--- src/rtl/pe_issue_sched.sv ---
// -----------------------------------------------------------------------------
// pe_issue_sched
//
// Issue scheduler for a processing-element datapath. It accepts one operation
// request per cycle and assigns it an issue slot. A result strobe comes back
// PIPE_DEPTH cycles after the slot. Credits from the downstream result buffer
// are tracked, and a mode change waits until the pipeline has drained.
//
// Handshake: a request transfers in exactly the cycles where req_valid and
// req_ready are both 1. req_ready is combinational on req_mode. The requester
// must keep req_valid and its payload stable until that transfer happens.
//
// Ports
//   clk, rstn          clock, asynchronous active-low reset
//   req_valid/ready    request handshake
//   req_mode           00 fp16, 01 fp32, 10 fp64, 11 illegal
//   req_last           last operand of an accumulation group
//   req_tag            requester tag
//   mode_sel_pip0      datapath mode for the current slot (11 = bubble)
//   acc_clr            clear the accumulator on the current slot
//   res_valid/last/tag result strobe at the final pipeline stage
//   cred_return        one downstream buffer entry freed
//   dbg_state          FSM state (00 IDLE, 01 RUN, 10 FP64_HI, 11 DRAIN)
//   err_mode           one-cycle pulse when an illegal-mode request is consumed
//
// Optional feature: define PE_SCHED_PERF_EN to add perf_busy_cnt and
// perf_stall_cnt. These are saturating 32-bit counters of issue-slot cycles
// and of stalled-request cycles.
// -----------------------------------------------------------------------------
module pe_issue_sched #(
  parameter int PIPE_DEPTH = 3,
  parameter int CREDITS    = 4
) (
  input  logic       clk,
  input  logic       rstn,
  input  logic       req_valid,
  output logic       req_ready,
  input  logic [1:0] req_mode,
  input  logic       req_last,
  input  logic [3:0] req_tag,
  output logic [1:0] mode_sel_pip0,
  output logic       acc_clr,
  output logic       res_valid,
  output logic       res_last,
  output logic [3:0] res_tag,
  input  logic       cred_return,
  output logic [1:0] dbg_state,
  output logic       err_mode
`ifdef PE_SCHED_PERF_EN
  ,
  output logic [31:0] perf_busy_cnt,
  output logic [31:0] perf_stall_cnt
`endif
);

  localparam int CW = $clog2(CREDITS + 1);
  localparam int NW = $clog2(PIPE_DEPTH + 2);

  localparam logic [1:0] S_IDLE    = 2'b00;
  localparam logic [1:0] S_RUN     = 2'b01;
  localparam logic [1:0] S_FP64_HI = 2'b10;
  localparam logic [1:0] S_DRAIN   = 2'b11;

  localparam logic [1:0] MODE_FP64   = 2'b10;
  localparam logic [1:0] MODE_BUBBLE = 2'b11;

  logic [1:0]               state, state_nxt;
  logic [1:0]               cur_mode;
  logic [CW-1:0]            credits, credits_nxt;
  logic                     acc_pend;
  logic [3:0]               hi_tag;
  logic                     hi_last;

  // Result pipeline: one {valid,tag,last} entry per stage.
  logic [PIPE_DEPTH-1:0]      sr_v;
  logic [PIPE_DEPTH-1:0]      sr_last;
  logic [PIPE_DEPTH-1:0][3:0] sr_tag;

  logic [NW-1:0] sr_cnt, sr_cnt_nxt, inflight;
  logic          req_legal, mode_ok, accept, accept_legal, cred_dec;
  logic          push_v, push_last;
  logic [3:0]    push_tag;

  // Count the occupied pipeline stages. The pending FP64_HI slot also counts as in flight.
  always_comb begin
    sr_cnt = '0;
    for (int i = 0; i < PIPE_DEPTH; i++) sr_cnt = sr_cnt + NW'(sr_v[i]);
  end

  assign inflight = sr_cnt + NW'(state == S_FP64_HI);

  // An illegal-mode request never changes the datapath mode, so it does not
  // wait for a drain. It is consumed as soon as the scheduler can take requests.
  assign req_legal = (req_mode != MODE_BUBBLE);
  assign mode_ok   = !req_legal || (req_mode == cur_mode) || (inflight == '0);
  assign req_ready = rstn && ((state == S_IDLE) || (state == S_RUN)) &&
                     (credits != '0) && mode_ok;

  assign accept       = req_valid && req_ready;
  assign accept_legal = accept && req_legal;
  assign err_mode     = accept && !req_legal;
  assign acc_clr      = accept_legal && acc_pend;

  // An fp64 op occupies two slots. Its result entry is pushed on the second slot.
  always_comb begin
    push_v    = 1'b0;
    push_tag  = req_tag;
    push_last = req_last;
    if (state == S_FP64_HI) begin
      push_v    = 1'b1;
      push_tag  = hi_tag;
      push_last = hi_last;
    end else if (accept_legal && (req_mode != MODE_FP64)) begin
      push_v = 1'b1;
    end
  end

  always_comb begin
    mode_sel_pip0 = MODE_BUBBLE;
    if (state == S_FP64_HI)  mode_sel_pip0 = MODE_FP64;
    else if (accept_legal)   mode_sel_pip0 = req_mode;
  end

  // Pipeline occupancy after this edge: the last stage retires, and a push adds one.
  always_comb begin
    sr_cnt_nxt = NW'(push_v);
    for (int i = 0; i < PIPE_DEPTH - 1; i++) sr_cnt_nxt = sr_cnt_nxt + NW'(sr_v[i]);
  end

  always_comb begin
    state_nxt = state;
    case (state)
      S_IDLE, S_RUN: begin
        if (accept_legal) begin
          state_nxt = (req_mode == MODE_FP64) ? S_FP64_HI : S_RUN;
        end else if (req_valid && req_legal && (req_mode != cur_mode) &&
                     (inflight != '0)) begin
          state_nxt = S_DRAIN;
        end else if (sr_cnt_nxt == '0) begin
          state_nxt = S_IDLE;
        end
      end
      S_FP64_HI: state_nxt = S_RUN;
      S_DRAIN:   if (sr_cnt_nxt == '0) state_nxt = S_IDLE;
      default:   state_nxt = S_IDLE;
    endcase
  end

  // If a credit is consumed and one is returned in the same cycle, the two cancel.
  // A return arriving while the count is already full is dropped.
  assign cred_dec = accept_legal && req_last;
  always_comb begin
    credits_nxt = credits;
    if (cred_dec && !cred_return) begin
      credits_nxt = credits - CW'(1);
    end else if (!cred_dec && cred_return && (credits != CW'(CREDITS))) begin
      credits_nxt = credits + CW'(1);
    end
  end

  always_ff @(posedge clk or negedge rstn) begin
    if (!rstn) begin
      state    <= S_IDLE;
      cur_mode <= 2'b00;
      credits  <= CW'(CREDITS);
      acc_pend <= 1'b1;
      hi_tag   <= 4'h0;
      hi_last  <= 1'b0;
      sr_v     <= '0;
      sr_last  <= '0;
      sr_tag   <= '0;
    end else begin
      state   <= state_nxt;
      credits <= credits_nxt;
      if (accept_legal) begin
        cur_mode <= req_mode;
        acc_pend <= req_last;
      end
      if (accept_legal && (req_mode == MODE_FP64)) begin
        hi_tag  <= req_tag;
        hi_last <= req_last;
      end
      sr_v[0]    <= push_v;
      sr_tag[0]  <= push_tag;
      sr_last[0] <= push_last;
      for (int i = 1; i < PIPE_DEPTH; i++) begin
        sr_v[i]    <= sr_v[i-1];
        sr_tag[i]  <= sr_tag[i-1];
        sr_last[i] <= sr_last[i-1];
      end
    end
  end

  assign res_valid = sr_v[PIPE_DEPTH-1];
  assign res_last  = sr_last[PIPE_DEPTH-1];
  assign res_tag   = sr_tag[PIPE_DEPTH-1];
  assign dbg_state = state;

`ifdef PE_SCHED_PERF_EN
  always_ff @(posedge clk or negedge rstn) begin
    if (!rstn) begin
      perf_busy_cnt  <= '0;
      perf_stall_cnt <= '0;
    end else begin
      if ((mode_sel_pip0 != MODE_BUBBLE) && (perf_busy_cnt != '1))
        perf_busy_cnt <= perf_busy_cnt + 32'd1;
      if (req_valid && !req_ready && (perf_stall_cnt != '1))
        perf_stall_cnt <= perf_stall_cnt + 32'd1;
    end
  end
`endif

endmodule
--- config.mk ---
export PLATFORM = sky130hd
export DESIGN_NAME = pe_issue_sched
export DESIGN_NICKNAME = d
export VERILOG_FILES = /design/src/rtl/pe_issue_sched.sv
export SDC_FILE = /design/constraint.sdc
export NUM_CORES = 1
export LEC_CHECK = 0
export BUFFER_PORTS_ARGS = -buffer_cell sky130_fd_sc_hd__buf_2
export CAP_MARGIN = 15
export CORE_MARGIN = 2
export CORE_UTILIZATION = 29
export DETAILED_ROUTE_END_ITERATION = 12
export PLACE_DENSITY_LB_ADDON = 0.3
export SLEW_MARGIN = 20
export SYNTH_ARGS = -nofsm -noshare
export SYNTH_HDL_FRONTEND = slang
export SYNTH_SLANG_ARGS = --single-unit
--- constraint.sdc ---
create_clock -name clk -period 3.8 [get_ports clk]
set_input_delay 0.19 -clock clk [delete_from_list [all_inputs] [get_ports clk]]
set_output_delay 0.19 -clock clk [all_outputs]
set_load 0.01 [all_outputs]
=== Yosys cells after proc, flatten, opt, wreduce, memory -nomap -nowiden ===
Cells that the tools add are included.

* Order comparisons: 0
* Shifts and indexed selects: 0
* Div/mod/pow operators: 0
* Reduce and logical (&&, ||, !) cells: 29
* Multiplexer cells: 13
* Add/subtract/negate cells: 7
* Bitwise operators: 0
* Equal/unequal tests: 9
* $mul: 0

{| class="wikitable"
|+ Operator list
! kind !! number
|-
| 1-bit logical AND || 16
|-
| 2-bit two-way mux || 6
|-
| 2-bit by 1-bit adder with 3-bit output || 2
|-
| 2-bit equality test (second input constant) || 3
|-
| 3-bit zero test || 2
|-
| 3-bit two-way mux || 2
|-
| 2-bit one-hot mux with 3 select lines || 1
|-
| 3-bit nonzero test || 2
|-
| 1-bit by 1-bit adder with 2-bit output || 2
|-
| 4-bit two-way mux || 1
|-
| 2-bit inequality test (second input constant) || 2
|-
| 3-bit by 1-bit adder with 3-bit output || 1
|-
| 3-bit by 1-bit adder with 3-bit output (second input constant) || 1
|-
| 1-bit zero test || 3
|-
| 1-bit logical OR || 3
|-
| 1-bit two-way mux || 3
|-
| 3-bit inequality test (second input constant) || 1
|-
| 3-bit by 1-bit subtractor with 3-bit output (second input constant) || 1
|-
| 2-bit by 1-bit equality test with 1-bit output (second input constant) || 1
|-
| 2-bit equality test || 1
|-
| 2-bit zero test || 1
|-
| 2-bit inequality test || 1
|-
| 2-bit nonzero test || 1
|-
| 2-bit OR reduction || 1
|}

* Memories kept: 0
* Memory bits (read-only): 0
* Latch bits: 0
* Bits in registers: 31
* Memory bits (writable): 0
* Logic and storage cells: 69

=== Depth between registers and ports, before layout ===
Gate-level depths: netlist of the first run.

* Depth after elaboration: 18
* Mapped depth: 15

=== Least setup slack after synthesis of the first run ===
No wires, ideal clock.

* Path type: reg-to-reg
* Start: register state[1] (netlist: dbg_state[1])
* End: register state[0] (netlist: dbg_state[0])
* Arrival: 3.618 ns
* Setup time: 0.121 ns
* Slack: 0.061 ns
* Cell stages (with the launch flop): 15
* Cell sequence: dfrtp_1 nand2b_1 inv_1 fa_1 ha_1 ha_1 or3_4 o211ai_2 nand3_1 or2_4 nand2_1 fa_1 o21ai_0 o21ai_0 a22o_1

* Cells in the longest elaborated chain, start to end: 17
* Elaborated cells on any way between the ends: 26

{| class="wikitable"
|+ Ends and longest elaborated chain
! element !! line !! source
|-
| from (decl) || 67 || <nowiki>logic [1:0] state, state_nxt;</nowiki>
|-
| from (signal assigned) || 173 || <nowiki>state <= state_nxt;</nowiki>
|-
| 2-bit equality test, or another cell as far along || 90, 109 ||
|-
| 3-bit by 1-bit adder with 3-bit output / 1-bit logical OR (equally long branches) || 90, 96 ||
|-
| 3-bit zero test / 1-bit logical AND (equally long branches) || 95, 96 ||
|-
| 1-bit logical OR / 1-bit logical AND (equally long branches) || 95, 96 ||
|-
| 1-bit logical AND || 97 || <nowiki>(credits != '0) && mode_ok;</nowiki>
|-
| 1-bit logical AND || 99 || <nowiki>assign accept = req_valid && req_ready;</nowiki>
|-
| 1-bit logical AND || 100 || <nowiki>assign accept_legal = accept && req_legal;</nowiki>
|-
| 1-bit logical AND || 113 || <nowiki>end else if (accept_legal && (req_mode != MODE_FP64)) begin</nowiki>
|-
| (+2 left out) || -- ||
|-
| net push_v || 81 || <nowiki>logic push_v, push_last;</nowiki>
|-
| 1-bit by 1-bit adder with 2-bit output * || 127 || <nowiki>for (int i = 0; i < PIPE_DEPTH - 1; i++) sr_cnt_nxt = sr_cnt_nxt + NW'(sr_v[i]);</nowiki>
|-
| 2-bit by 1-bit adder with 3-bit output * || 127 ||
|-
| 3-bit zero test * || 139, 144 ||
|-
| 2-bit two-way mux * || -- ||
|-
| 2-bit two-way mux || 136 || <nowiki>end else if (req_valid && req_legal && (req_mode != cur_mode) &&</nowiki>
|-
| 2-bit two-way mux || 134 || <nowiki>if (accept_legal) begin</nowiki>
|-
| 2-bit one-hot mux with 3 select lines * || 132 || <nowiki>case (state)</nowiki>
|-
| net state_nxt[0] || 67 ||
|}

The timed path passes the listed nets; every way through them passes the cells marked *.
A chain may end at the register's enable or synchronous reset.

=== Worst setup path after layout of the first run ===
* Start: register state[0] (netlist: dbg_state[0])
* End: register state[0] (netlist: dbg_state[0])

Same word-level chain as after synthesis.

==> qor.txt, run 1 <==
total track usage = 11.51%
Worst Skew = 0.003942 ns
Arr. time, crit path = 3.81 ns
CTS buffer count = 5
post-synth cell types = 38
pin count of the biggest net entering global routing = 33
Avg Inst Size Synth = 11.24 µm²
Core Util, Final = 36.82%
TNS Setup = 0 ns
Hold Path Class = input port to register
die width = 73.89 µm
fin crit share = 95.91%
n_diodes = 0
mapped cell area = 1416 µm²
Non-Filler Instances = 224
Yosys warning total = 0
Leak Pwr = 0.8594 nW
Detailed Route WL = 2.767 mm
Syn Inst Count = 126
Rel. slew slack = 73.02%
R2R Path End = dbg_state[0]$_DFF_PN0_
Worst EP required = 3.97 ns
Tmin final = 3.645 ns
CTS root buffer = clkbuf_8
worst hold slack = 0.1232 ns
Synth Area in Adders = 6.007%
drt initial violations = 45
sequential area share after synthesis = 54.95%
via count = 1009
first-pass GRT wire length = 4.595 mm
mux cell area share after synthesis = 4.682%
Top Ports = 24
Post-CTS Setup Repair Bufs = 0
gpl congestion = 0.8359
R2R cell count = 14
endpoints failing hold = 0
# fillers = 479
placed insts = 215
proportion of layout cells with a drive suffix above 1 = 32.48%
Reg2Reg Setup Slack = 0.16 ns
die height = 73.89 µm
vias in the first global route = 1027
largest family of logic cells by synthesized area = simple AND/OR/NAND/NOR gates
Clock Pin Slew Worst Setup and Hold Paths = 0.07 ns
Initial Utilization = 29.99%
Critical Path Start Type = register
CP max FO = 4
XOR/XNOR Fraction of Synth Area = 1.237%
DR DRC count = 0
critical path type = register to register
Synth area leader = dfrtp_1
worst setup path startpoint = dbg_state[0]$_DFF_PN0_
DIE AREA = 5459 µm²
P&R area growth vs syn = 22.79%
row count = 25
worst r2r src = dbg_state[0]$_DFF_PN0_
RSZ-0062 raised after global routing = true
Setup crit end = dbg_state[0]$_DFF_PN0_
WL/cell = 12.35 µm
#FFs+latches synth = 31
Critical Path Sink Type = register
status = completed
core box area = 4723 µm²
clk sinks = 31
syn_nets = 142
vias per cell = 4.504
max cap viols = 0
depth of the CTS H-tree = 2
post-DP HPWL = 2.012 mm
worst-margin pin slew = 0.4047 ns
final setup vio count = 0
highest ir drop seen on vdd = 0.3876 mV
top cell type's share of synthesized area = 51.24%
Nets = 172
initial antenna violation count = 0
Pwr Density = 829.7 nW/µm²
PortBufs = 23
Fmax = 0.2744 GHz
Clock Path Buffers = 2
simple-gate share of the synthesized area = 19.26%
1st-pass router iterations = 4
antenna viol nets, final = 0
complex-gate fraction of the synthesized area = 9.629%
CTS tree = built
Slew Viols, Final = 0
Overflow after GRT = 0
Skew-Pair Late Insertion Delay = 0.28 ns
top cells by area, synth = dfrtp_1 (51%), nand2_1 (5.8%), fa_1 (4.2%)
==> power by group <==
| part | internal, W | leakage, nW | switching (W) |
|---|---|---|---|
| combinational | 0.000261 | 0.426 | 0.000294 |
| clock | 0.000212 | 0.0612 | 0.000121 |
| sequential | 0.000476 | 0.372 | 0.0000789 |
| total | 0.000949 | 0.859 | 0.000494 |
==> layout make-up <==
| cell class | instances | area (µm²) | share of cell area, % |
|---|---|---|---|
| Timing Repair Buffer | 28 | 155.1 | 8.921 |
| Tap cell | 67 | 83.83 | 4.820 |
| Clock inverter | 2 | 35.03 | 2.014 |
| Sequential cell | 31 | 778.2 | 44.75 |
| Clock buffer | 6 | 82.58 | 4.748 |
| Multi-Input combinational cell | 83 | 578.1 | 33.24 |
| Inverter | 7 | 26.28 | 1.511 |
==> worst min path at each step <==
stage / from / endpoint / cells past startpoint
2_1_floorplan: rstn / credits[0]$_DFFE_PN0P_ / 0
3_3_place_gp: rstn / res_tag[3]$_DFF_PN0_ / 2
3_5_place_dp: rstn / res_tag[2]$_DFF_PN0_ / 2
4_1_cts: req_tag[1] / sr_tag[1]$_DFF_PN0_ / 3
5_1_grt: req_tag[1] / sr_tag[1]$_DFF_PN0_ / 3
6_report: req_tag[1] / sr_tag[1]$_DFF_PN0_ / 3
==> through the flow <==
step / instance area, µm² / setup slack [ns] / power (W)
global placement: 1612 / 0.2518 / 0.001086
global route: 1739 / -0.01997 / 0.001553
CTS: 1739 / 0.07981 / 0.001459
detailed placement: 1612 / 0.08111 / 0.001119
finish: 1739 / 0.1553 / 0.001443
floorplan: 1416 / 0.06098 / 0.0009534
==> layer usage <==
layer / GRT usage, % / vias up / share of wire, %
li1: - / 483 / -
met1: 14.11 / 489 / 47
met5: 0 / - / 0
met3: 3.292 / 9 / 4.0
met2: 17.86 / 28 / 46
met4: 6.869 / 0 / 2.9
==> synth_stat cells (all sizes together) <==
cell / n
dfrtp: 29
nand2: 22
nor2: 8
o21ai: 8
inv: 7
mux2: 5
buf: 4
nand3: 4
or3: 4
a21oi: 3
fa: 3
dfstp: 2
ha: 2
nand2b: 2
nor3: 2
o21a: 2
xor2: 2
a211oi: 1
a21o: 1
a22o: 1
a31oi: 1
and2: 1
and2b: 1
and3: 1
and3b: 1
clkbuf: 1
mux2i: 1
nand4: 1
nor3b: 1
o211a: 1
o211ai: 1
o31a: 1
or2: 1
or3b: 1
==> worst max-delay path: stages (launching register included) <==
cell,delay (ns)
dfrtp_1,0.39
nand2b_1,0.16
inv_1,0.09
fa_1,0.42
ha_1,0.20
ha_1,0.27
or3_4,0.37
o211ai_2,0.12
nand3_1,0.18
or2_4,0.28
nand2_1,0.12
fa_1,0.42
o21ai_1,0.19
o21ai_0,0.12
a22o_1,0.20
==> repair_timing <==
item                                    in CTS  in global routing
hold buffers                                 1                  0
hold endpoints to repair                    10                  0
endpoints found under the setup margin       0                  2
resized for setup                            0                  1
==> logic make-up (layout without fill, tap and decap cells) <==
family,after synthesis,in the layout
buffers and inverters,12,43
AND/OR/NAND/NOR,50,50
multiplexers,6,6
AO/OA/AOI/OAI,20,20
adder cells (fa/ha/maj),5,5
XOR/XNOR,2,2
flip-flops,31,31
==> cell usage in the layout, fill, tap and decap left out, types with 2 or more instances in the layout <==
cell type / count
buf_4: 4
nand2_1: 22
or3_1: 3
ha_1: 2
o21a_1: 2
xor2_1: 2
dfstp_2: 2
fa_1: 3
a21oi_1: 2
clkbuf_8: 6
mux2_2: 5
inv_1: 7
nor2_1: 8
buf_2: 23
o21ai_0: 7
nand3_1: 3
nand2b_1: 2
dfrtp_1: 29
==> state kept, by name, indices dropped and copies added (netlist names) <==
signal	cells
cur_mode	2
hi_tag	4
hi_last	1
sr_v	3
sr_last	3
acc_pend	1
credits	3
dbg_state	2
sr_tag	8
res_tag	4
(Power assumes the default switching activity.)
==> inputs of run 2 (changes only) <==
--- a/config.mk
+++ b/config.mk
@@ -7,6 +7,7 @@
 export LEC_CHECK = 0
 export BUFFER_PORTS_ARGS = -buffer_cell sky130_fd_sc_hd__buf_2
 export CAP_MARGIN = 15
+export CORE_ASPECT_RATIO = 1.5
 export CORE_MARGIN = 2
 export CORE_UTILIZATION = 29
 export DETAILED_ROUTE_END_ITERATION = 12
@@ -15,3 +16,4 @@
 export SYNTH_ARGS = -nofsm -noshare
 export SYNTH_HDL_FRONTEND = slang
 export SYNTH_SLANG_ARGS = --single-unit
+export TNS_END_PERCENT = 50
==> run 2 against run 1 <==
  * Sequential share of layout area fell by 0.13 points
  * Cell count rose by 0.89%
  * Via count fell by 2.3%
  * Worst hold slack gained 0.0012 ns
  * Sequential power is essentially flat
  * Critical path depth unchanged
  * Global-route usage rose by 0.90 points
  * Non-clock buffer count up 3
  * Critical path type unchanged
  * Design area up 0.29%
  * Power down 3.9%
  * Largest power group is now combinational cells
  * Fmax increased by 3.3%
  * Critical endpoint unchanged
==> qor.txt, run 2 (synthesized netlist as in run 1, its figures left out) <==
status = completed (unchanged)
Rel. slew slack = 72.96% (was 73.02%)
Pwr Total = 0.001387 W (was 0.001443 W)
RSZ-0062 raised after global routing = false (was true)
Arr. time, crit path = 3.70 ns (was 3.81 ns)
P&R area growth vs syn = 23.14% (was 22.79%)
Overflow after GRT = 0 (unchanged)
Initial Utilization = 29.69% (was 29.99%)
Worst Skew = 0.002872 ns (was 0.003942 ns)
proportion of layout cells with a drive suffix above 1 = 35.63% (was 32.48%)
vias per cell = 4.363 (was 4.504)
DR DRC count = 0 (unchanged)
DIE AREA = 5470 µm² (was 5459 µm²)
first-pass GRT wire length = 4.795 mm (was 4.595 mm)
highest ir drop seen on vdd = 0.3258 mV (was 0.3876 mV)
Clock Pin Slew Worst Setup and Hold Paths = 0.07 ns (about the same)
final setup vio count = 0 (unchanged)
via count = 986 (was 1009)
Crit path max-delay family = adder cells (unchanged)
Clock Path Buffers = 2 (unchanged)
die width = 61.06 µm (was 73.89 µm)
Placed Area = 1610 µm² (was 1612 µm²)
max cap viols = 0 (unchanged)
core box area = 4771 µm² (was 4723 µm²)
CP max-delay cell = fa_1 (unchanged)
row count = 31 (was 25)
total track usage = 12.41% (was 11.51%)
initial antenna violation count = 0 (unchanged)
TNS Setup = 0 ns (unchanged)
endpoints failing hold = 0 (unchanged)
Final Cell Area = 1744 µm² (was 1739 µm²)
Worst EP required = 3.97 ns (about the same)
clk sinks = 31 (unchanged)
1st-pass router iterations = 4 (unchanged)
vias in the first global route = 1029 (was 1027)
drt initial violations = 14 (was 45)
Critical Path Sink Type = register (unchanged)
max reg flops = 8 (unchanged)
CTS root buffer = clkbuf_8 (unchanged)
Critical Path Start Type = register (unchanged)
commonest non-fill, non-tap cells in the layout = dfrtp_1 (29), buf_2 (23), nand2_1 (22) (unchanged)
crit path cell chain = nand2b_1, inv_1, fa_1, ha_1, ha_1, or3_4, o211ai_2, nand3_2, or2_4, nand2_1, fa_1, o21ai_2, o21ai_0, a22o_1 (was nand2b_1, inv_1, fa_1, ha_1, ha_1, or3_4, o211ai_2, nand3_1, or2_4, nand2_1, fa_1, o21ai_1, o21ai_0, a22o_1)
worst stage delay on the critical path = 0.43 ns (was 0.42 ns)
critical path type = register to register (unchanged)
pin count of the biggest net entering global routing = 33 (unchanged)
Non-Filler Instances = 226 (was 224)
Leak Pwr = 0.8530 nW (was 0.8594 nW)
CTS buffer count = 5 (unchanged)
Tmin final = 3.527 ns (was 3.645 ns)
Reg2Reg Setup Slack = 0.27 ns (was 0.16 ns)
Detailed Route WL = 2.790 mm (was 2.767 mm)
CP max FO = 4 (unchanged)
dpl ws = 0.1270 ns (was 0.08111 ns)
PortBufs = 23 (unchanged)
most common cell after layout, fill and taps aside = dfrtp_1 (unchanged)
die height = 89.59 µm (was 73.89 µm)
WP buf/inv = 1 (unchanged)
WL/cell = 12.35 µm (about the same)
antenna viol nets, final = 0 (unchanged)
Fmax = 0.2836 GHz (was 0.2744 GHz)
Top Ports = 24 (unchanged)
Most flops, register = sr_tag (unchanged)
Setup WS post-layout = 0.2733 ns (was 0.1553 ns)
fin crit share = 92.81% (was 95.91%)
Pwr Density = 795.4 nW/µm² (was 829.7 nW/µm²)
placed insts = 214 (was 215)
Skew-Pair Late Insertion Delay = 0.28 ns (about the same)
CTS tree = built (unchanged)
gpl congestion = 0.8199 (was 0.8359)
Slew Viols, Final = 0 (unchanged)
depth of the CTS H-tree = 2 (unchanged)
Nets = 175 (was 172)
post-DP HPWL = 2.007 mm (was 2.012 mm)
Hold Path Class = input port to register (unchanged)
worst-margin pin slew = 0.4056 ns (was 0.4047 ns)
n_diodes = 0 (unchanged)
==> run 2: power by group <==
part	leakage [nW]	switching, W	internal, W
sequential	0.372	0.0000763	0.000476
combinational	0.441	0.000300	0.000278
clock	0.0402	0.000130	0.000127
==> run 2: final cells by class <==
class	count	area (µm²)
Sequential cell	31	778.2
Clock buffer	5	68.82
Clock inverter	3	20.02
Tap cell	66	82.58
Multi-Input combinational cell	83	590.6
Timing Repair Buffer	31	177.7
Fill cell	467	3027
Inverter	7	26.28
==> run 2: path summary, 6_finish.rpt <==
kind / from / end / cells after the start
max: dbg_state[0]$_DFF_PN0_ / dbg_state[0]$_DFF_PN0_ / 14
min: req_tag[3] / sr_tag[3]$_DFF_PN0_ / 3
max reg2reg: dbg_state[0]$_DFF_PN0_ / dbg_state[0]$_DFF_PN0_ / 14
min reg2reg: sr_last[0]$_DFF_PN0_ / sr_last[1]$_DFF_PN0_ / 0
max in group asynchronous: rstn / credits[2]$_DFFE_PN1P_ / 3
min in group asynchronous: rstn / sr_last[0]$_DFF_PN0_ / 3
==> run 2: timing repair <==
action / 4_1_cts / 5_1_grt
gates resized for setup: 0 / 4
hold buffers: 1 / 0
endpoints found under the hold margin: 29 / 0
buffers inserted: 0 / 3
setup endpoints to repair: 0 / 3
==> run 2: layer usage <==
metal	vias up	GRT usage (%)	share of wire [%]
met3	6	4.585	4.3
met4	0	5.929	1.9
met5	-	0	0
li1	486	-	-
met1	468	14.40	45
met2	26	19.92	49
==> run 2: worst reg2reg max path, cell delays in order, from the launching register on <==
cell and delay (ns):
dfrtp_1 0.37, nand2b_1 0.16, inv_1 0.09, fa_1 0.41, ha_1 0.20, ha_1 0.27, or3_4 0.37, o211ai_2 0.13
nand3_2 0.15, or2_4 0.28, nand2_1 0.11, fa_1 0.43, o21ai_2 0.16, o21ai_0 0.10, a22o_1 0.19
==> run 2: stage by stage <==
| step | hold slack (ns) | util, % |
|---|---|---|
| floorplan | -0.1056 | - |
| global placement | 0.2934 | 33.75 |
| detailed placement | 0.2898 | 33.75 |
| CTS | 0.1160 | 35.82 |
| global route | 0.1251 | 36.56 |
| finish | 0.1244 | 36.56 |
==> inputs of run 3 (changes only) <==
--- a/config.mk
+++ b/config.mk
@@ -5,7 +5,7 @@
 export SDC_FILE = /design/constraint.sdc
 export NUM_CORES = 1
 export LEC_CHECK = 0
-export BUFFER_PORTS_ARGS = -buffer_cell sky130_fd_sc_hd__buf_2
+export BUFFER_PORTS_ARGS = -buffer_cell sky130_fd_sc_hd__buf_4
 export CAP_MARGIN = 15
 export CORE_ASPECT_RATIO = 1.5
 export CORE_MARGIN = 2
==> constraint.sdc (replaced) <==
create_clock -name clk -period 3.7 [get_ports clk]
set_input_delay 0.185 -clock clk [delete_from_list [all_inputs] [get_ports clk]]
set_output_delay 0.185 -clock clk [all_outputs]
set_load 0.01 [all_outputs]
==> run 3 against run 2 <==
  * Fmax fell by 2.6%
  * Sequential share of layout area fell by 1.2 points
  * Via count fell by 0.20%
  * Combinational power rose by 4.8%
  * Flip-flop and latch count did not move
==> qor.txt, run 3 (synthesized netlist as in run 1, its figures left out) <==
critical path type = register to register (unchanged)
Skew-Pair Late Insertion Delay = 0.27 ns (was 0.28 ns)
row count = 31 (unchanged)
first-pass GRT wire length = 4.616 mm (was 4.795 mm)
endpoints failing hold = 0 (unchanged)
Comb power frac = 40.2% (was 41.7%)
PortBufs = 23 (unchanged)
vias in the first global route = 989 (was 1029)
CTS buffer count = 5 (unchanged)
crit path cell chain = nand2b_1, inv_2, fa_1, ha_1, ha_1, or3_4, o211ai_2, nand3_2, or2_4, nand2_1, fa_1, o21ai_2, o21ai_0, a22o_1 (was nand2b_1, inv_1, fa_1, ha_1, ha_1, or3_4, o211ai_2, nand3_2, or2_4, nand2_1, fa_1, o21ai_2, o21ai_0, a22o_1)
# fillers = 471 (was 467)
CP max-delay cell = fa_1 (unchanged)
Pwr Density = 837.9 nW/µm² (was 795.4 nW/µm²)
Overflow after GRT = 0 (unchanged)
P_int = 0.0009922 W (was 0.0008814 W)
core box area = 4771 µm² (unchanged)
Fmax = 0.2763 GHz (was 0.2836 GHz)
post-DP HPWL = 2.013 mm (was 2.007 mm)
register share of total power = 38.2% (was 39.8%)
P&R area growth vs syn = 26.85% (was 23.14%)
total track usage = 11.45% (was 12.41%)
Rel. slew slack = 72.90% (was 72.96%)
1st-pass router iterations = 4 (unchanged)
Most flops, register = sr_tag (unchanged)
CP max FO = 4 (unchanged)
Detailed Route WL = 2.695 mm (was 2.790 mm)
via count = 984 (was 986)
Clock Pin Slew Worst Setup and Hold Paths = 0.07 ns (about the same)
Tmin final = 3.620 ns (was 3.527 ns)
drt initial violations = 16 (was 14)
Pwr Total = 0.001506 W (was 0.001387 W)
Switching Power = 0.0005133 W (was 0.0005059 W)
gpl congestion = 0.8048 (was 0.8199)
WL/cell = 12.14 µm (was 12.35 µm)
status = completed (unchanged)
fin crit share = 97.82% (was 92.81%)
DIE AREA = 5470 µm² (unchanged)
Non-Filler Instances = 222 (was 226)
Clock Path Buffers = 2 (unchanged)
Worst Skew = 0.001568 ns (was 0.002872 ns)
placed insts = 213 (was 214)
clk sinks = 31 (unchanged)
Nets = 171 (was 175)
die height = 89.59 µm (unchanged)
most common cell after layout, fill and taps aside = dfrtp_1 (unchanged)
switch share = 34.09% (was 36.47%)
vias per cell = 4.432 (was 4.363)
pin count of the biggest net entering global routing = 34 (was 33)
die width = 61.06 µm (unchanged)
commonest non-fill, non-tap cells in the layout = dfrtp_1 (28), buf_4 (26), nand2_1 (22) (was dfrtp_1 (29), buf_2 (23), nand2_1 (22))
RSZ-0062 raised after global routing = true (was false)
Leak Pwr = 0.8671 nW (was 0.8530 nW)
DR DRC count = 0 (unchanged)
final setup vio count = 0 (unchanged)
Initial Utilization = 29.69% (unchanged)
proportion of layout cells with a drive suffix above 1 = 35.26% (was 35.63%)
max reg flops = 8 (unchanged)
max cap viols = 0 (unchanged)
Critical Path Start Type = register (unchanged)
Top Ports = 24 (unchanged)
Worst EP required = 3.86 ns (was 3.97 ns)
depth of the CTS H-tree = 2 (unchanged)
worst-margin pin slew = 0.4065 ns (was 0.4056 ns)
initial antenna violation count = 0 (unchanged)
Hold Path Class = input port to register (unchanged)
antenna viol nets, final = 0 (unchanged)
Clock power frac = 21.6% (was 18.5%)
CTS root buffer = clkbuf_8 (unchanged)
worst stage delay on the critical path = 0.44 ns (was 0.43 ns)
n_diodes = 0 (unchanged)
CTS tree = built (unchanged)
highest ir drop seen on vdd = 0.4231 mV (was 0.3258 mV)
Critical Path Sink Type = register (unchanged)
Slew Viols, Final = 0 (unchanged)
Arr. time, crit path = 3.78 ns (was 3.70 ns)
[run 3: repair_timing]
action / 4_1_cts / 5_1_grt
buffers inserted: 0 / 0
setup endpoints to repair: 2 / 3
gates resized for setup: 1 / 3
endpoints found under the hold margin: 29 / 0
hold buffers: 1 / 0
[run 3: stage by stage]
step	util, %	setup WS, ns	cell area, µm²	hold WS [ns]	setup TNS [ns]
6_report	37.66	0.08049	1797	0.1156	0
3_3_place_gp	34.83	0.1563	1662	0.1406	0
5_1_grt	37.66	-0.06645	1797	0.1117	-0.07129
2_1_floorplan	-	0.04811	1418	-0.1106	0
4_1_cts	37.50	0.03247	1789	0.1057	0
3_5_place_dp	34.83	-0.006677	1662	0.1513	-0.006677
[run 3: final timing paths]
kind                                   startpoint                     end  slack, ns  depth (start not counted)
setup / recovery           dbg_state[0]$_DFF_PN0_  dbg_state[0]$_DFF_PN0_       0.08                         14
setup reg to reg           dbg_state[0]$_DFF_PN0_  dbg_state[0]$_DFF_PN0_       0.08                         14
hold reg to reg               sr_tag[7]$_DFF_PN0_    res_tag[3]$_DFF_PN0_       0.35                          0
max in group asynchronous                    rstn    acc_pend$_DFFE_PN1P_       2.98                          2
hold / removal                         req_tag[1]     sr_tag[1]$_DFF_PN0_       0.12                          3
min in group asynchronous                    rstn     sr_tag[7]$_DFF_PN0_       0.39                          2
[run 3: worst max-delay path, delay by kind of cell (launching register included)]
family          cells  cell delay [ns]
buf+inv             1             0.07
flops               1             0.42
simple gates        5             1.12
fa+ha+maj           4             1.32
compound gates      4             0.57
[run 3: layout make-up]
cell class | instances | area (µm²) | share of cell area [%]
multi-input combinational | 83 | 590.6 | 32.87
inverter | 7 | 26.28 | 1.462
clock inverter | 3 | 43.79 | 2.437
clock buffer | 5 | 68.82 | 3.830
timing repair buffer | 27 | 205.2 | 11.42
tap | 66 | 82.58 | 4.596
sequential | 31 | 779.5 | 43.38
[run 3: routing by layer]
layer  vias to the layer above  global-route usage [%]  wire [µm]
met1                       482                   13.61       1162
met2                        23                   18.96       1397
met5                         -                       0          0
met4                         0                   5.336         29
li1                        477                       -          -
met3                         2                   3.009        105
[run 3: power by group through the flow]
| stage | Combinational (W) | Clock, W | Sequential (W) |
|---|---|---|---|
| finish | 0.000606 | 0.000325 | 0.000575 |
| global route | 0.000676 | 0.000354 | 0.000596 |
| CTS | 0.000600 | 0.000334 | 0.000577 |
| detailed placement | 0.000594 | 0 | 0.000582 |
| global placement | 0.000570 | 0 | 0.000572 |
| floorplan | 0.000406 | 0 | 0.000576 |
